<file path="src/rtl/aes_pkg.sv">
// ---------------------------------------------------------------------------
// aes_pkg
// Shared types and constants for the AES key-request arbiter slice.
//   - aes_key_t        : one round key as an 8-bit x rows x cols matrix
//   - aes_arb_state_t  : arbiter FSM states
//   - AES_MAX_ROUND    : highest legal round-key selector
//   - AES_SEL_W        : width of a round-key selector
// ---------------------------------------------------------------------------
package aes_pkg;

    localparam int AES_NO_ROWS   = 4;
    localparam int AES_NO_COLS   = 4;
    localparam int AES_MAX_ROUND = 10;
    localparam int AES_SEL_W     = 4;

    typedef logic [AES_NO_ROWS-1:0][AES_NO_COLS-1:0][7:0] aes_key_t;

    typedef enum logic [1:0] {
        IDLE     = 2'd0,
        WAIT_VLD = 2'd1,
        DELIVER  = 2'd2
    } aes_arb_state_t;

endpackage

</file>
<file path="src/rtl/aes_key_req_arbiter_if.sv">
// ---------------------------------------------------------------------------
// aes_key_req_arbiter_if
// Bundles the encryption-core, decryption-core and key-expander handshakes.
//   slave  : arbiter side (takes core requests and expander answers,
//            drives keys/valids back to the cores and requests to the expander)
//   master : environment side (cores + expander)
// ---------------------------------------------------------------------------
interface aes_key_req_arbiter_if #(
    parameter int NO_ROWS = aes_pkg::AES_NO_ROWS,
    parameter int NO_COLS = aes_pkg::AES_NO_COLS
);
    // encryption core
    logic                                 en_key_req_i;
    logic [aes_pkg::AES_SEL_W-1:0]        en_key_sel_i;
    logic                                 en_key_vld_o;
    logic [NO_ROWS-1:0][NO_COLS-1:0][7:0] en_cipher_key_o;
    // decryption core
    logic                                 de_key_req_i;
    logic [aes_pkg::AES_SEL_W-1:0]        de_key_sel_i;
    logic                                 de_key_vld_o;
    logic [NO_ROWS-1:0][NO_COLS-1:0][7:0] de_cipher_key_o;
    // key expander
    logic                                 exp_key_req_o;
    logic [aes_pkg::AES_SEL_W-1:0]        exp_key_sel_o;
    logic                                 exp_key_vld_i;
    logic [NO_ROWS-1:0][NO_COLS-1:0][7:0] exp_cipher_key_i;

    modport slave (
        input  en_key_req_i, en_key_sel_i, de_key_req_i, de_key_sel_i,
               exp_key_vld_i, exp_cipher_key_i,
        output en_key_vld_o, en_cipher_key_o, de_key_vld_o, de_cipher_key_o,
               exp_key_req_o, exp_key_sel_o
    );

    modport master (
        output en_key_req_i, en_key_sel_i, de_key_req_i, de_key_sel_i,
               exp_key_vld_i, exp_cipher_key_i,
        input  en_key_vld_o, en_cipher_key_o, de_key_vld_o, de_cipher_key_o,
               exp_key_req_o, exp_key_sel_o
    );
endinterface

</file>
<file path="src/rtl/aes_rr_arb2.sv">
// ---------------------------------------------------------------------------
// aes_rr_arb2
// Two-requester round-robin picker. Index 0 = encryption, 1 = decryption.
//   clk, srst   : clock, synchronous active-high reset
//   i_en        : picker may grant this cycle
//   i_req[1:0]  : pending requests
//   o_gnt_vld   : a grant is issued this cycle
//   o_gnt_idx   : index of the granted requester
// The priority pointer only moves on a tie; a lone requester is granted
// without disturbing whose turn the next tie is.
// ---------------------------------------------------------------------------
module aes_rr_arb2 (
    input  logic       clk,
    input  logic       srst,
    input  logic       i_en,
    input  logic [1:0] i_req,
    output logic       o_gnt_vld,
    output logic       o_gnt_idx
);
    logic r_prio_de;   // 1: decryption wins the next tie

    always_comb begin
        o_gnt_vld = i_en && (|i_req);
        o_gnt_idx = (&i_req) ? r_prio_de : i_req[1];
    end

    always_ff @(posedge clk) begin
        if (srst) begin
            r_prio_de <= 1'b0;
        end else if (i_en && (&i_req)) begin
            r_prio_de <= ~r_prio_de;
        end
    end
endmodule

</file>
<file path="src/rtl/aes_key_req_arbiter.sv">
// ---------------------------------------------------------------------------
// aes_key_req_arbiter
// Shares one AES key expander between the encryption and decryption cores.
//   aes_clk        : clock, rising edge
//   reset          : synchronous active-high reset
//   bus (slave)    : core request/selector/valid/key and expander handshake
//   bad_sel_o      : 1-cycle pulse, a request carried a selector > MAX_ROUND
//   exp_timeout_o  : 1-cycle pulse, expander did not answer in time
// Port 0 = encryption core, port 1 = decryption core.
// ---------------------------------------------------------------------------
module aes_key_req_arbiter
    import aes_pkg::*;
#(
    parameter int NO_ROWS        = AES_NO_ROWS,
    parameter int NO_COLS        = AES_NO_COLS,
    parameter int MAX_ROUND      = AES_MAX_ROUND,
    parameter int TIMEOUT_CYCLES = 64
) (
    input  logic                   aes_clk,
    input  logic                   reset,
    aes_key_req_arbiter_if.slave   bus,
    output logic                   bad_sel_o,
    output logic                   exp_timeout_o
);
    localparam int CNT_W = $clog2(TIMEOUT_CYCLES + 1);
    typedef logic [NO_ROWS-1:0][NO_COLS-1:0][7:0] key_t;

    logic [1:0]           w_req;
    logic [AES_SEL_W-1:0] w_sel [2];
    logic [1:0]           w_pending;
    logic [1:0]           w_bad_new;
    logic                 w_gnt_vld;
    logic                 w_gnt_idx;

    // served doubles as the core's registered key-valid: it is set on
    // delivery and cleared under exactly the conditions that drop valid.
    logic                 r_served     [2];
    logic [AES_SEL_W-1:0] r_served_sel [2];
    key_t                 r_key        [2];
    logic                 r_bad_seen   [2];
    logic [AES_SEL_W-1:0] r_bad_sel    [2];

    aes_arb_state_t       r_state;
    logic                 r_gnt_idx;
    logic [AES_SEL_W-1:0] r_exp_sel;
    logic                 r_exp_req;
    key_t                 r_exp_key;
    logic [CNT_W-1:0]     r_tmo_cnt;
    logic                 r_tmo_pulse;
    logic                 r_bad_pulse;

    assign w_req    = {bus.de_key_req_i, bus.en_key_req_i};
    assign w_sel[0] = bus.en_key_sel_i;
    assign w_sel[1] = bus.de_key_sel_i;

    generate
        for (genvar gi = 0; gi < 2; gi++) begin : g_port
            logic w_legal;
            logic w_dlv_hit;

            assign w_legal       = (w_sel[gi] <= AES_SEL_W'(MAX_ROUND));
            assign w_pending[gi] = w_req[gi] && w_legal &&
                                   !(r_served[gi] && (r_served_sel[gi] == w_sel[gi]));
            // Report an illegal selector once per (request, selector) episode.
            assign w_bad_new[gi] = w_req[gi] && !w_legal &&
                                   !(r_bad_seen[gi] && (r_bad_sel[gi] == w_sel[gi]));
            // Deliver only if the winner still wants the key it asked for.
            assign w_dlv_hit     = (r_state == DELIVER) && (r_gnt_idx == 1'(gi)) &&
                                   w_req[gi] && (w_sel[gi] == r_exp_sel);

            always_ff @(posedge aes_clk) begin
                if (reset) begin
                    r_served[gi]     <= 1'b0;
                    r_served_sel[gi] <= '0;
                    r_key[gi]        <= '0;
                    r_bad_seen[gi]   <= 1'b0;
                    r_bad_sel[gi]    <= '0;
                end else begin
                    r_bad_seen[gi] <= w_req[gi] && !w_legal;
                    r_bad_sel[gi]  <= w_sel[gi];
                    if (w_dlv_hit) begin
                        r_served[gi]     <= 1'b1;
                        r_served_sel[gi] <= w_sel[gi];
                        r_key[gi]        <= r_exp_key;
                    end else if (!w_req[gi] || (w_sel[gi] != r_served_sel[gi])) begin
                        r_served[gi] <= 1'b0;
                    end
                end
            end
        end
    endgenerate

    aes_rr_arb2 u_arb (
        .clk       (aes_clk),
        .srst      (reset),
        .i_en      (r_state == IDLE),
        .i_req     (w_pending),
        .o_gnt_vld (w_gnt_vld),
        .o_gnt_idx (w_gnt_idx)
    );

    always_ff @(posedge aes_clk) begin
        if (reset) begin
            r_state     <= IDLE;
            r_gnt_idx   <= 1'b0;
            r_exp_sel   <= '0;
            r_exp_req   <= 1'b0;
            r_exp_key   <= '0;
            r_tmo_cnt   <= '0;
            r_tmo_pulse <= 1'b0;
            r_bad_pulse <= 1'b0;
        end else begin
            r_tmo_pulse <= 1'b0;
            r_bad_pulse <= |w_bad_new;
            case (r_state)
                IDLE: begin
                    if (w_gnt_vld) begin
                        r_gnt_idx <= w_gnt_idx;
                        r_exp_sel <= w_sel[w_gnt_idx];
                        r_exp_req <= 1'b1;
                        r_tmo_cnt <= '0;
                        r_state   <= WAIT_VLD;
                    end
                end
                WAIT_VLD: begin
                    // Valid is checked first so it wins over a same-cycle timeout.
                    if (bus.exp_key_vld_i) begin
                        r_exp_key <= bus.exp_cipher_key_i;
                        r_exp_req <= 1'b0;
                        r_state   <= DELIVER;
                    end else if (r_tmo_cnt == CNT_W'(TIMEOUT_CYCLES - 1)) begin
                        // Last of TIMEOUT_CYCLES waiting cycles without an answer.
                        r_tmo_pulse <= 1'b1;
                        r_exp_req   <= 1'b0;
                        r_state     <= IDLE;
                    end else begin
                        r_tmo_cnt <= r_tmo_cnt + 1'b1;
                    end
                end
                DELIVER: begin
                    r_state <= IDLE;
                end
                default: begin
                    r_state <= IDLE;
                end
            endcase
        end
    end

    assign bus.en_key_vld_o    = r_served[0];
    assign bus.en_cipher_key_o = r_key[0];
    assign bus.de_key_vld_o    = r_served[1];
    assign bus.de_cipher_key_o = r_key[1];
    assign bus.exp_key_req_o   = r_exp_req;
    assign bus.exp_key_sel_o   = r_exp_sel;
    assign bad_sel_o           = r_bad_pulse;
    assign exp_timeout_o       = r_tmo_pulse;
endmodule

</file>
<file path="src/flat_wrapper.sv">
// flat-port wrapper written by rule: the top's interface ports become plain ports
module aes_key_req_arbiter_flat import aes_pkg::*;
#(
    parameter int NO_ROWS        = AES_NO_ROWS,
    parameter int NO_COLS        = AES_NO_COLS,
    parameter int MAX_ROUND      = AES_MAX_ROUND,
    parameter int TIMEOUT_CYCLES = 64
)
  (aes_clk, reset, bad_sel_o, exp_timeout_o, bus_en_key_req_i, bus_en_key_sel_i, bus_de_key_req_i, bus_de_key_sel_i, bus_exp_key_vld_i, bus_exp_cipher_key_i, bus_en_key_vld_o, bus_en_cipher_key_o, bus_de_key_vld_o, bus_de_cipher_key_o, bus_exp_key_req_o, bus_exp_key_sel_o);
  aes_key_req_arbiter_if #(.NO_ROWS(NO_ROWS), .NO_COLS(NO_COLS)) bus_i ();
  input  logic aes_clk;
  input  logic reset;
  output logic bad_sel_o;
  output logic exp_timeout_o;
  input wire logic [$bits(bus_i.en_key_req_i)-1:0] bus_en_key_req_i;
  input wire logic [$bits(bus_i.en_key_sel_i)-1:0] bus_en_key_sel_i;
  input wire logic [$bits(bus_i.de_key_req_i)-1:0] bus_de_key_req_i;
  input wire logic [$bits(bus_i.de_key_sel_i)-1:0] bus_de_key_sel_i;
  input wire logic [$bits(bus_i.exp_key_vld_i)-1:0] bus_exp_key_vld_i;
  input wire logic [$bits(bus_i.exp_cipher_key_i)-1:0] bus_exp_cipher_key_i;
  output wire logic [$bits(bus_i.en_key_vld_o)-1:0] bus_en_key_vld_o;
  output wire logic [$bits(bus_i.en_cipher_key_o)-1:0] bus_en_cipher_key_o;
  output wire logic [$bits(bus_i.de_key_vld_o)-1:0] bus_de_key_vld_o;
  output wire logic [$bits(bus_i.de_cipher_key_o)-1:0] bus_de_cipher_key_o;
  output wire logic [$bits(bus_i.exp_key_req_o)-1:0] bus_exp_key_req_o;
  output wire logic [$bits(bus_i.exp_key_sel_o)-1:0] bus_exp_key_sel_o;
  assign bus_i.en_key_req_i = bus_en_key_req_i;
  assign bus_i.en_key_sel_i = bus_en_key_sel_i;
  assign bus_i.de_key_req_i = bus_de_key_req_i;
  assign bus_i.de_key_sel_i = bus_de_key_sel_i;
  assign bus_i.exp_key_vld_i = bus_exp_key_vld_i;
  assign bus_i.exp_cipher_key_i = bus_exp_cipher_key_i;
  assign bus_en_key_vld_o = bus_i.en_key_vld_o;
  assign bus_en_cipher_key_o = bus_i.en_cipher_key_o;
  assign bus_de_key_vld_o = bus_i.de_key_vld_o;
  assign bus_de_cipher_key_o = bus_i.de_cipher_key_o;
  assign bus_exp_key_req_o = bus_i.exp_key_req_o;
  assign bus_exp_key_sel_o = bus_i.exp_key_sel_o;
  aes_key_req_arbiter #(.NO_ROWS(NO_ROWS), .NO_COLS(NO_COLS), .MAX_ROUND(MAX_ROUND), .TIMEOUT_CYCLES(TIMEOUT_CYCLES)) u_core (.aes_clk(aes_clk), .reset(reset), .bus(bus_i), .bad_sel_o(bad_sel_o), .exp_timeout_o(exp_timeout_o));
endmodule
</file>
<file path="config.mk">
export PLATFORM = sky130hd
export DESIGN_NAME = aes_key_req_arbiter_flat
export DESIGN_NICKNAME = d
export VERILOG_FILES = /design/src/rtl/aes_pkg.sv /design/src/rtl/aes_key_req_arbiter_if.sv /design/src/rtl/aes_rr_arb2.sv /design/src/rtl/aes_key_req_arbiter.sv /design/src/flat_wrapper.sv
export SDC_FILE = /design/constraint.sdc
export NUM_CORES = 1
export LEC_CHECK = 0
export ABC_AREA = 1
export CORE_ASPECT_RATIO = 1.1
export CORE_MARGIN = 8
export CORE_UTILIZATION = 45
export DETAILED_ROUTE_END_ITERATION = 7
export PLACE_DENSITY = 0.75
export SYNTH_ARGS = -nofsm -noshare
export SYNTH_HDL_FRONTEND = slang
export SYNTH_HIERARCHICAL = 1
export SYNTH_SLANG_ARGS = --single-unit
</file>
<file path="constraint.sdc">
create_clock -name aes_clk -period 8.3 [get_ports aes_clk]
set_input_delay 0.83 -clock aes_clk [delete_from_list [all_inputs] [get_ports aes_clk]]
set_output_delay 0.83 -clock aes_clk [all_outputs]
set_load 0.005 [all_outputs]
</file>
==> impl_metrics.ini, run 1 <==
[clocking]
cts_resized = 0
max-clock-path-buffers = 3
cts_root_buffer = clkbuf_16
cts_hold_buf = 0
htree_levels = 2
clk_latency_ps = 540
cts.clk_slew.worst_paths_ps = 60
clock_sinks = 422
cts_tree = yes
cts_buffers = 41
post_cts_buffers = 0

[layout]
layout_commonest_cell = clkdlybuf4s50_1
areaGrowthSynthToFinish_pct = 37.25
final_nets = 1877
stdcell_count = 2202
layout_common_cells = clkdlybuf4s50_1, nor2_1, edfxtp_1
layout-drive-gt1-share_pct = 5.486

[run]
max_cap_violations = 0

[routing]
drt-vias-per-instance = 4.995
drt_iter0_markers = 811
drt_first_pass_iters = 5
ant_nets = 0
drt-total-wl_mm = 42.50
drc = 0
vias = 10999
wl_per_cell_um = 19.30

[setup_path]
start_kind = input pin
required_ps = 8450
cp_max_fo = 68
worstPathArrival_ps = 4630
crit_type = in -> reg
critPathCaptureType = flop

[synthesis]
ys.flop_type = edfxtp_1
ys_warn_count = 6
netlist_instances = 1353
ys_ff_latch = 422
ys_seq_area_share_pct = 72.94
syn_nets = 1495
synth_edf_count = 266
ys_types = 32
synth_area_um2 = 15230
syn_area_per_cell_um2 = 11.26
synth-async-reset-ratio_pct = 0

[placement]
portBuffers = 405
hpwl_mm = 28.72
dp.cells = 2124
gp_congestion = 0.8368

[timing]
rsz0062_at_grt = no
final-setup-viol-count = 0
final-max-slew-violation-count = 0
fin_crit_sh_pct = 53.96
post-route-min-period_ps = 4478
finalHoldViolations = 0
fin_tns_setup_ps = 0
tightestPinTransition_ps = 1084
whs_ps = 478.6
clock_skew_ps = 18.73
max_freq_ghz = 0.2233
maxSlewHeadroom_pct = 27.70

[floorplanning]
die-area_um2 = 40000
die_y_um = 209.0
io_pins = 406
rows = 70
die_x_um = 191.4
initial_core_util_pct = 45.77
core_region_area_um2 = 33280

[global_routing]
grt_pass1_vias = 11060
grt_pass1_wl_mm = 63.15
grtUsageTotal_pct = 20.23
grt_antenna_before_repair = 6
grt_max_degree = 109
grt_overflow = 0

[power]
cellPowerDensity_nw_per_um2 = 220.3
ir_drop_mv = 0.1811
p_leak_uw = 0.007395

[run_status]
status = finished, final reports clean

[worst_hold_path]
min_path_type = reg -> reg
[worst max-delay path, stage by stage]
cell and delay, ps:
clkdlybuf4s50_1 960, clkinv_2 570, buf_4 470, nand2_4 810, buf_4 850
[synthesized netlist by cell type (2+ instances only)]
library cell	count	area, um^2
nand3_1	16	80.08
inv_1	155	581.8
o22ai_1	2	12.51
nor3_1	5	25.02
edfxtp_1	266	7988
nand2_1	54	202.7
buf_6	7	78.83
or2_2	2	12.51
dfxtp_1	156	3123
clkinv_1	2	7.510
o21ai_0	140	700.7
clkbuf_1	47	176.4
nor2_2	12	75.07
a21oi_1	142	710.7
xor2_1	13	113.9
inv_2	5	18.77
buf_2	19	95.09
nor2_1	294	1104
nand4_1	3	18.77
[worst paths after layout]
path / endpoint / depth (start not counted) / startpoint / slack [ps]
worst max-delay path: u_core/r_served_sel[1][0]$_SDFFCE_PN0P_ / 5 / reset / 3820
worst min-delay path: u_core/r_exp_key[97]$_SDFFE_PP0P_ / 2 / u_core/r_exp_key[97]$_SDFFE_PP0P_ / 480
worst max register to register: u_core/r_key[0][62]$_SDFFCE_PN0P_ / 7 / u_core/bus.exp_key_sel_o[2]$_SDFFE_PP0P_ / 5100
worst min register to register: u_core/r_exp_key[97]$_SDFFE_PP0P_ / 2 / u_core/r_exp_key[97]$_SDFFE_PP0P_ / 480
[final cells by class]
type                       count  area, um^2
antenna                        2       5.005
clock buffer                  53        1154
clock inverter                23       182.7
fill                        2618       12370
inverter                     162       609.3
multi-input combinational    694        3184
sequential                   422       11110
tap                          432       540.5
timing repair buffer         414        4121
[stage by stage]
stage | setup slack (ps) | area, um^2 | util, % | power [uW]
floorplan | 3500 | 15230 | - | 2583
detailed placement | 3253 | 19570 | 58.79 | 2816
CTS | 3802 | 20900 | 62.80 | 4647
global route | 3579 | 20910 | 62.82 | 4770
global placement | 3325 | 19570 | 58.79 | 2803
finish | 3822 | 20910 | 62.82 | 4606
[power by group]
part | switching, uW | internal [uW]
Sequential | 37.3 | 2330
Combinational | 218 | 187
Clock | 759 | 1070
Total | 1010 | 3590
[state kept, by name, indices dropped and copies added, names as in the netlist]
signal and cells:
u_core/r_tmo_cnt 7, u_core/r_exp_key 128, u_core/r_key 256, u_core/bus.exp_key_sel_o 4
u_core/bad_sel_o 1, u_core/r_bad_seen 2, u_core/exp_timeout_o 1, u_core/u_arb/r_prio_de 1
u_core/bus.exp_key_req_o 1, u_core/r_bad_sel 8, u_core/r_gnt_idx 1, u_core/r_served_sel 8
u_core/r_served 2, u_core/r_state 2
[cells by family after synthesis]
kind of cell	Yosys count	synth area share (%)
compound gates	289	9.585
xor+xnor	13	0.7474
fa+ha+maj	1	0.08212
buf+inv	237	6.366
simple gates	391	10.28
flops	422	72.94
[routing by layer]
layer	vias up	wire length, um	share of wire (%)	global-route usage, %
met5	-	41	0.096	0
met4	6	1897	4.5	9.880
met3	94	3355	7.9	4.980
met2	442	21580	51	35.36
met1	5219	15630	37	22.69
li1	5238	-	-	-
(Power assumes the default switching activity.)
==> run 2, diff against run 1 <==
- CORE_UTILIZATION: 45 -> 44
- PLACE_DENSITY: 0.75 -> 0.77
- clock period: 8.3 -> 3.8 ns (I/O delays scaled with it)
==> run 2 against run 1 <==
Against the previous run: register-to-register slack worse by 3400 ps; clock skew is 0.85 ps higher; sequential power is 120% higher; worst setup slack worse by 2200 ps; clock-buffer cell count is 5 higher; cell area is 1.9% higher; die area is 2.1% higher; final cell count is 1.0% higher; routed wire length is 2.6% higher; sequential share of layout area is 0.98 points lower; critical path depth is 1 higher; highest routed layer unchanged.
==> impl_metrics.ini, run 2 (synthesized netlist as in run 1, its figures left out) <==
[run_status]
status = finished, final reports clean

[setup_path]
regToRegEndpoint = u_core/r_key[1][89]$_SDFFCE_PN0P_
ff2ff_path_depth = 7
critPathCaptureType = flop
required_ps = 4030
cpMaxStageDelayCell = clkdlybuf4s50_1
crit_end = u_core/r_key[1][89]$_SDFFCE_PN0P_
crit_type = in -> reg
regToRegStartpoint = u_core/bus.exp_key_sel_o[0]$_SDFFE_PP0P_
cp-startpoint = bus_de_key_sel_i[3]
max_stage_delay_ps = 570
path_cells = clkdlybuf4s50_1 > xor2_1 > nor3_2 > nand3_1 > nand2_4 > buf_4
cp_max_fo = 28
worstPathArrival_ps = 2420
rrSetupSlack_ps = 1650
start_kind = input pin

[global_routing]
grt_max_degree = 73
grtUsageTotal_pct = 20.28
grt_antenna_before_repair = 5
grt_pass1_vias = 11481
grt_overflow = 0
grt_pass1_wl_mm = 65.81

[clocking]
cts.clk_slew.worst_paths_ps = 60
max-clock-path-buffers = 3
clock_sinks = 422
cts_root_buffer = clkbuf_16
post_cts_buffers = 0
htree_levels = 2
cts_resized = 0
clk_latency_ps = 540
cts_buffers = 42
cts_tree = yes
cts_hold_buf = 0

[placement]
place_area_um2 = 19860
hpwl_mm = 29.82
portBuffers = 405
gp_congestion = 0.9500

[floorplanning]
die_x_um = 193.4
die_y_um = 211.2
core_region_area_um2 = 34200
io_pins = 406
initial_core_util_pct = 44.54
rows = 71
die-area_um2 = 40840

[timing]
fin_crit_sh_pct = 57.48
rsz0062_at_grt = no
tightestPinTransition_ps = 751.7
final-max-slew-violation-count = 0
finalHoldViolations = 0
final-setup-viol-count = 0
clock_skew_ps = 19.58
max_freq_ghz = 0.4578
post-route-min-period_ps = 2184
maxSlewHeadroom_pct = 49.89

[layout]
layout_common_cells = clkdlybuf4s50_1, nor2_1, edfxtp_1
layout-drive-gt1-share_pct = 6.446
largest_registers = u_core/r_key: 256 flops, u_core/r_exp_key: 128 flops
final_util_pct = 62.28
nFillCells = 2613
final_area_um2 = 21300
largest_reg_flops = 256
ff_latch_area_um2 = 11110
areaGrowthSynthToFinish_pct = 39.84
layout_commonest_cell = clkdlybuf4s50_1
multi_input_area_um2 = 3184
regMostFlops = u_core/r_key
final_nets = 1894

[routing]
drc = 0
drt-total-wl_mm = 43.60
ant_nets = 0
drt_first_pass_iters = 5
vias = 11339
drt_iter0_markers = 911
wl_per_cell_um = 19.60
drt-vias-per-instance = 5.098

[power]
p_comb_share_pct = 8.9
switchingPower_uw = 2268
ir_drop_mv = 0.3118
switching_share_pct = 21.78
intPower_uw = 8146
seqPwrFrac_pct = 49.7
cellPowerDensity_nw_per_um2 = 488.9
p_leak_uw = 0.007581
p_clk_share_pct = 41.5

[worst_hold_path]
min_path_type = in -> reg

[run]
max_cap_violations = 0
[run 2: metal layers]
metal,vias to the layer above,routed length (um),track usage (%),part of all wire [%]
li1,5274,-,-,-
met1,5397,15780,22.75,36
met2,543,22380,35.74,51
met3,119,3587,5.688,8.2
met4,6,1808,9.134,4.1
met5,-,41,0,0.094
[run 2: power groups by stage]
stage	logic [uW]	clock network (uW)	registers, uW
floorplan	366	0	5280
detailed placement	917	0	5270
CTS	926	4400	5170
global placement	889	0	5260
global route	1000	4560	5190
finish	922	4320	5170
[run 2: layout make-up]
type                    count  share of cell area, %
diodes                      2                0.02349
repair buffers            430                  20.68
flip-flops and latches    422                  52.16
clock inverters            18                  1.292
multi-input cells         694                  14.95
clock buffers              58                  5.463
well taps                 438                  2.573
inverters                 162                  2.866
[run 2: how the worst min path moves through the flow]
stage,start,endpoint,cells after the start
floorplan,reset,u_core/u_arb/r_prio_de$_SDFFE_PP0P_,1
global placement,u_core/r_exp_key[45]$_SDFFE_PP0P_,u_core/r_exp_key[45]$_SDFFE_PP0P_,2
detailed placement,u_core/r_exp_key[45]$_SDFFE_PP0P_,u_core/r_exp_key[45]$_SDFFE_PP0P_,2
CTS,bus_exp_cipher_key_i[17],u_core/r_exp_key[17]$_SDFFE_PP0P_,3
global route,bus_exp_cipher_key_i[17],u_core/r_exp_key[17]$_SDFFE_PP0P_,3
finish,bus_exp_cipher_key_i[17],u_core/r_exp_key[17]$_SDFFE_PP0P_,3
[run 2: stage by stage]
stage               setup TNS (ps)  std cells  worst slack (ps)  power, uW  hold WS, ps
finish                           0       2224              1616      10410        468.9
floorplan                  -145070       1353            -549.6       5642        446.9
CTS                              0       2222              1640      10500        446.7
global route                     0       2223              1513      10760        468.5
global placement                 0       2146              1160       6150        461.5
detailed placement               0       2146              1082       6184        469.0
[run 2: critical path: cells and delay by family]
family | cells | cell delay (ps)
and+or+nand+nor | 3 | 910
buffers and inverters | 2 | 870
xor gates and xnor gates | 1 | 230
==> run 3, diff against run 2 <==
- clock period: 3.8 -> 2 ns (I/O delays scaled with it)
==> run 3 against run 2 <==
Against the previous run: sequential power increased by 90%; sequential share of layout area decreased by 1.6 points; final cell count increased by 3.1%; power increased by 88%; combinational power increased by 110%; cell area increased by 3.1%; worst setup slack got worse by 1500 ps; routed wire length increased by 0.28%; register-to-register slack got worse by 1500 ps; hold slack got worse by 180 ps; clock power increased by 83%; largest cell class unchanged; largest power group unchanged; highest routed layer is now met4.
==> impl_metrics.ini, run 3 (synthesized netlist as in run 1, its figures left out) <==
[run_status]
status = finished, final reports clean

[timing]
post-route-min-period_ps = 1894
finalHoldViolations = 0
worst_slack_ps = 105.8
fin_crit_sh_pct = 94.71
final-setup-viol-count = 0
max_freq_ghz = 0.5279
tightestPinTransition_ps = 398.2
final-max-slew-violation-count = 0
clock_skew_ps = 17.72
maxSlewHeadroom_pct = 73.45

[layout]
layout-drive-gt1-share_pct = 10.26
final_nets = 1960
nFillCells = 2521
largest_registers = u_core/r_key: 256 flops, u_core/r_exp_key: 128 flops
stdcell_count = 2292
largest_reg_flops = 256
regMostFlops = u_core/r_key
layout_common_cells = clkdlybuf4s50_1, nor2_1, edfxtp_1
layout_commonest_cell = clkdlybuf4s50_1
areaGrowthSynthToFinish_pct = 44.17

[clocking]
cts_tree = yes
cts.clk_slew.worst_paths_ps = 60
htree_levels = 2
cts_root_buffer = clkbuf_16
clk_latency_ps = 530
clock_sinks = 422
max-clock-path-buffers = 3
cts_buffers = 43

[global_routing]
grt_antenna_before_repair = 3
grt_pass1_vias = 11646
grt_max_degree = 72
grt_overflow = 0
grt_pass1_wl_mm = 65.59
grtUsageTotal_pct = 20.38

[floorplanning]
die_y_um = 211.2
rows = 71
core_region_area_um2 = 34200
die_x_um = 193.4
initial_core_util_pct = 44.54
die-area_um2 = 40840
io_pins = 406

[setup_path]
rrSetupSlack_ps = 110
crit_type = reg -> reg
required_ps = 2420
start_kind = flop
cp_max_fo = 6
critPathCaptureType = flop
worstPathArrival_ps = 2320

[power]
p_clk_share_pct = 40.2
cellPowerDensity_nw_per_um2 = 893.0
switching_share_pct = 22.13
p_comb_share_pct = 9.7
intPower_uw = 15270
p_leak_uw = 0.007945
switchingPower_uw = 4339
ir_drop_mv = 0.7681
seqPwrFrac_pct = 50.1

[routing]
drt-vias-per-instance = 5.003
drc = 0
drt-total-wl_mm = 43.72
vias = 11468
drt_first_pass_iters = 5
drt_iter0_markers = 703
ant_nets = 0
wl_per_cell_um = 19.07

[worst_hold_path]
min_path_type = in -> reg

[placement]
hpwl_mm = 31.46
gp_congestion = 0.8643
dp.cells = 2206
portBuffers = 405
dp_slack_ps = -269.3

[run]
max_cap_violations = 0
## run 3: repair_timing
action,4_1_cts,5_1_grt
resized for setup,0,14
endpoints found under the setup margin,0,10
setup buffers,0,4
hold buffers,0,0
## run 3: through the flow
step                      setup TNS, ps  instance area, um^2  hold WS, ps  total power [uW]  util (%)
after detailed placement         -57270                20490        466.7             11850     59.90
final                                 0                21960        291.3             19610     64.21
after global placement           -38940                20490        457.4             11780     59.90
after CTS                             0                21880        260.7             19730     63.97
after floorplan                  -63050                15250        266.9             10700         -
after global routing             -60.23                21960        296.6             20310     64.21
## run 3: path summary, 6_finish.rpt
kind                                              endpoint  cells past startpoint                               startpoint
setup / recovery  u_core/bus.exp_key_sel_o[1]$_SDFFE_PP0P_                     11  u_core/r_served_sel[0][0]$_SDFFCE_PN0P_
hold reg to reg          u_core/r_exp_key[84]$_SDFFE_PP0P_                      2        u_core/r_exp_key[84]$_SDFFE_PP0P_
setup reg to reg  u_core/bus.exp_key_sel_o[1]$_SDFFE_PP0P_                     11  u_core/r_served_sel[0][0]$_SDFFCE_PN0P_
hold / removal           u_core/r_exp_key[46]$_SDFFE_PP0P_                      3                 bus_exp_cipher_key_i[46]
## run 3: worst max-delay path, cell delays in order, from the launching register on
cell and delay (ps):
edfxtp_1 420, xor2_1 170, nor2_1 160, nand3_1 90
nand3_1 90, inv_1 60, o21a_1 170, nand2_2 120
clkinvlp_4 160, buf_6 160, o21ai_1 140, a21oi_2 40
## run 3: area by class of cell
cell class	instances	area, um^2	area share [%]
clock buffers	53	1134	5.162
repair buffers	495	5062	23.05
clock inverters	25	257.7	1.174
well taps	438	548.0	2.495
diodes	3	7.507	0.03418
flip-flops and latches	422	11110	50.59
inverters	162	614.3	2.797
multi-input cells	694	3228	14.70
## run 3: per-layer routing
metal	vias to the layer above	GRT usage (%)	part of all wire (%)
met3	119	4.939	7.0
met4	0	10.99	4.6
met1	5436	22.62	37
met2	503	35.98	52
li1	5410	-	-
met5	-	0	0
## run 3: power by group through the flow
stage | sequential (uW) | combinational, uW | clock (uW)
after floorplan | 10000 | 698 | 0
after global placement | 9980 | 1790 | 0
after detailed placement | 10000 | 1850 | 0
after global routing | 9860 | 2060 | 8390
final | 9820 | 1900 | 7890
after CTS | 9820 | 1860 | 8050
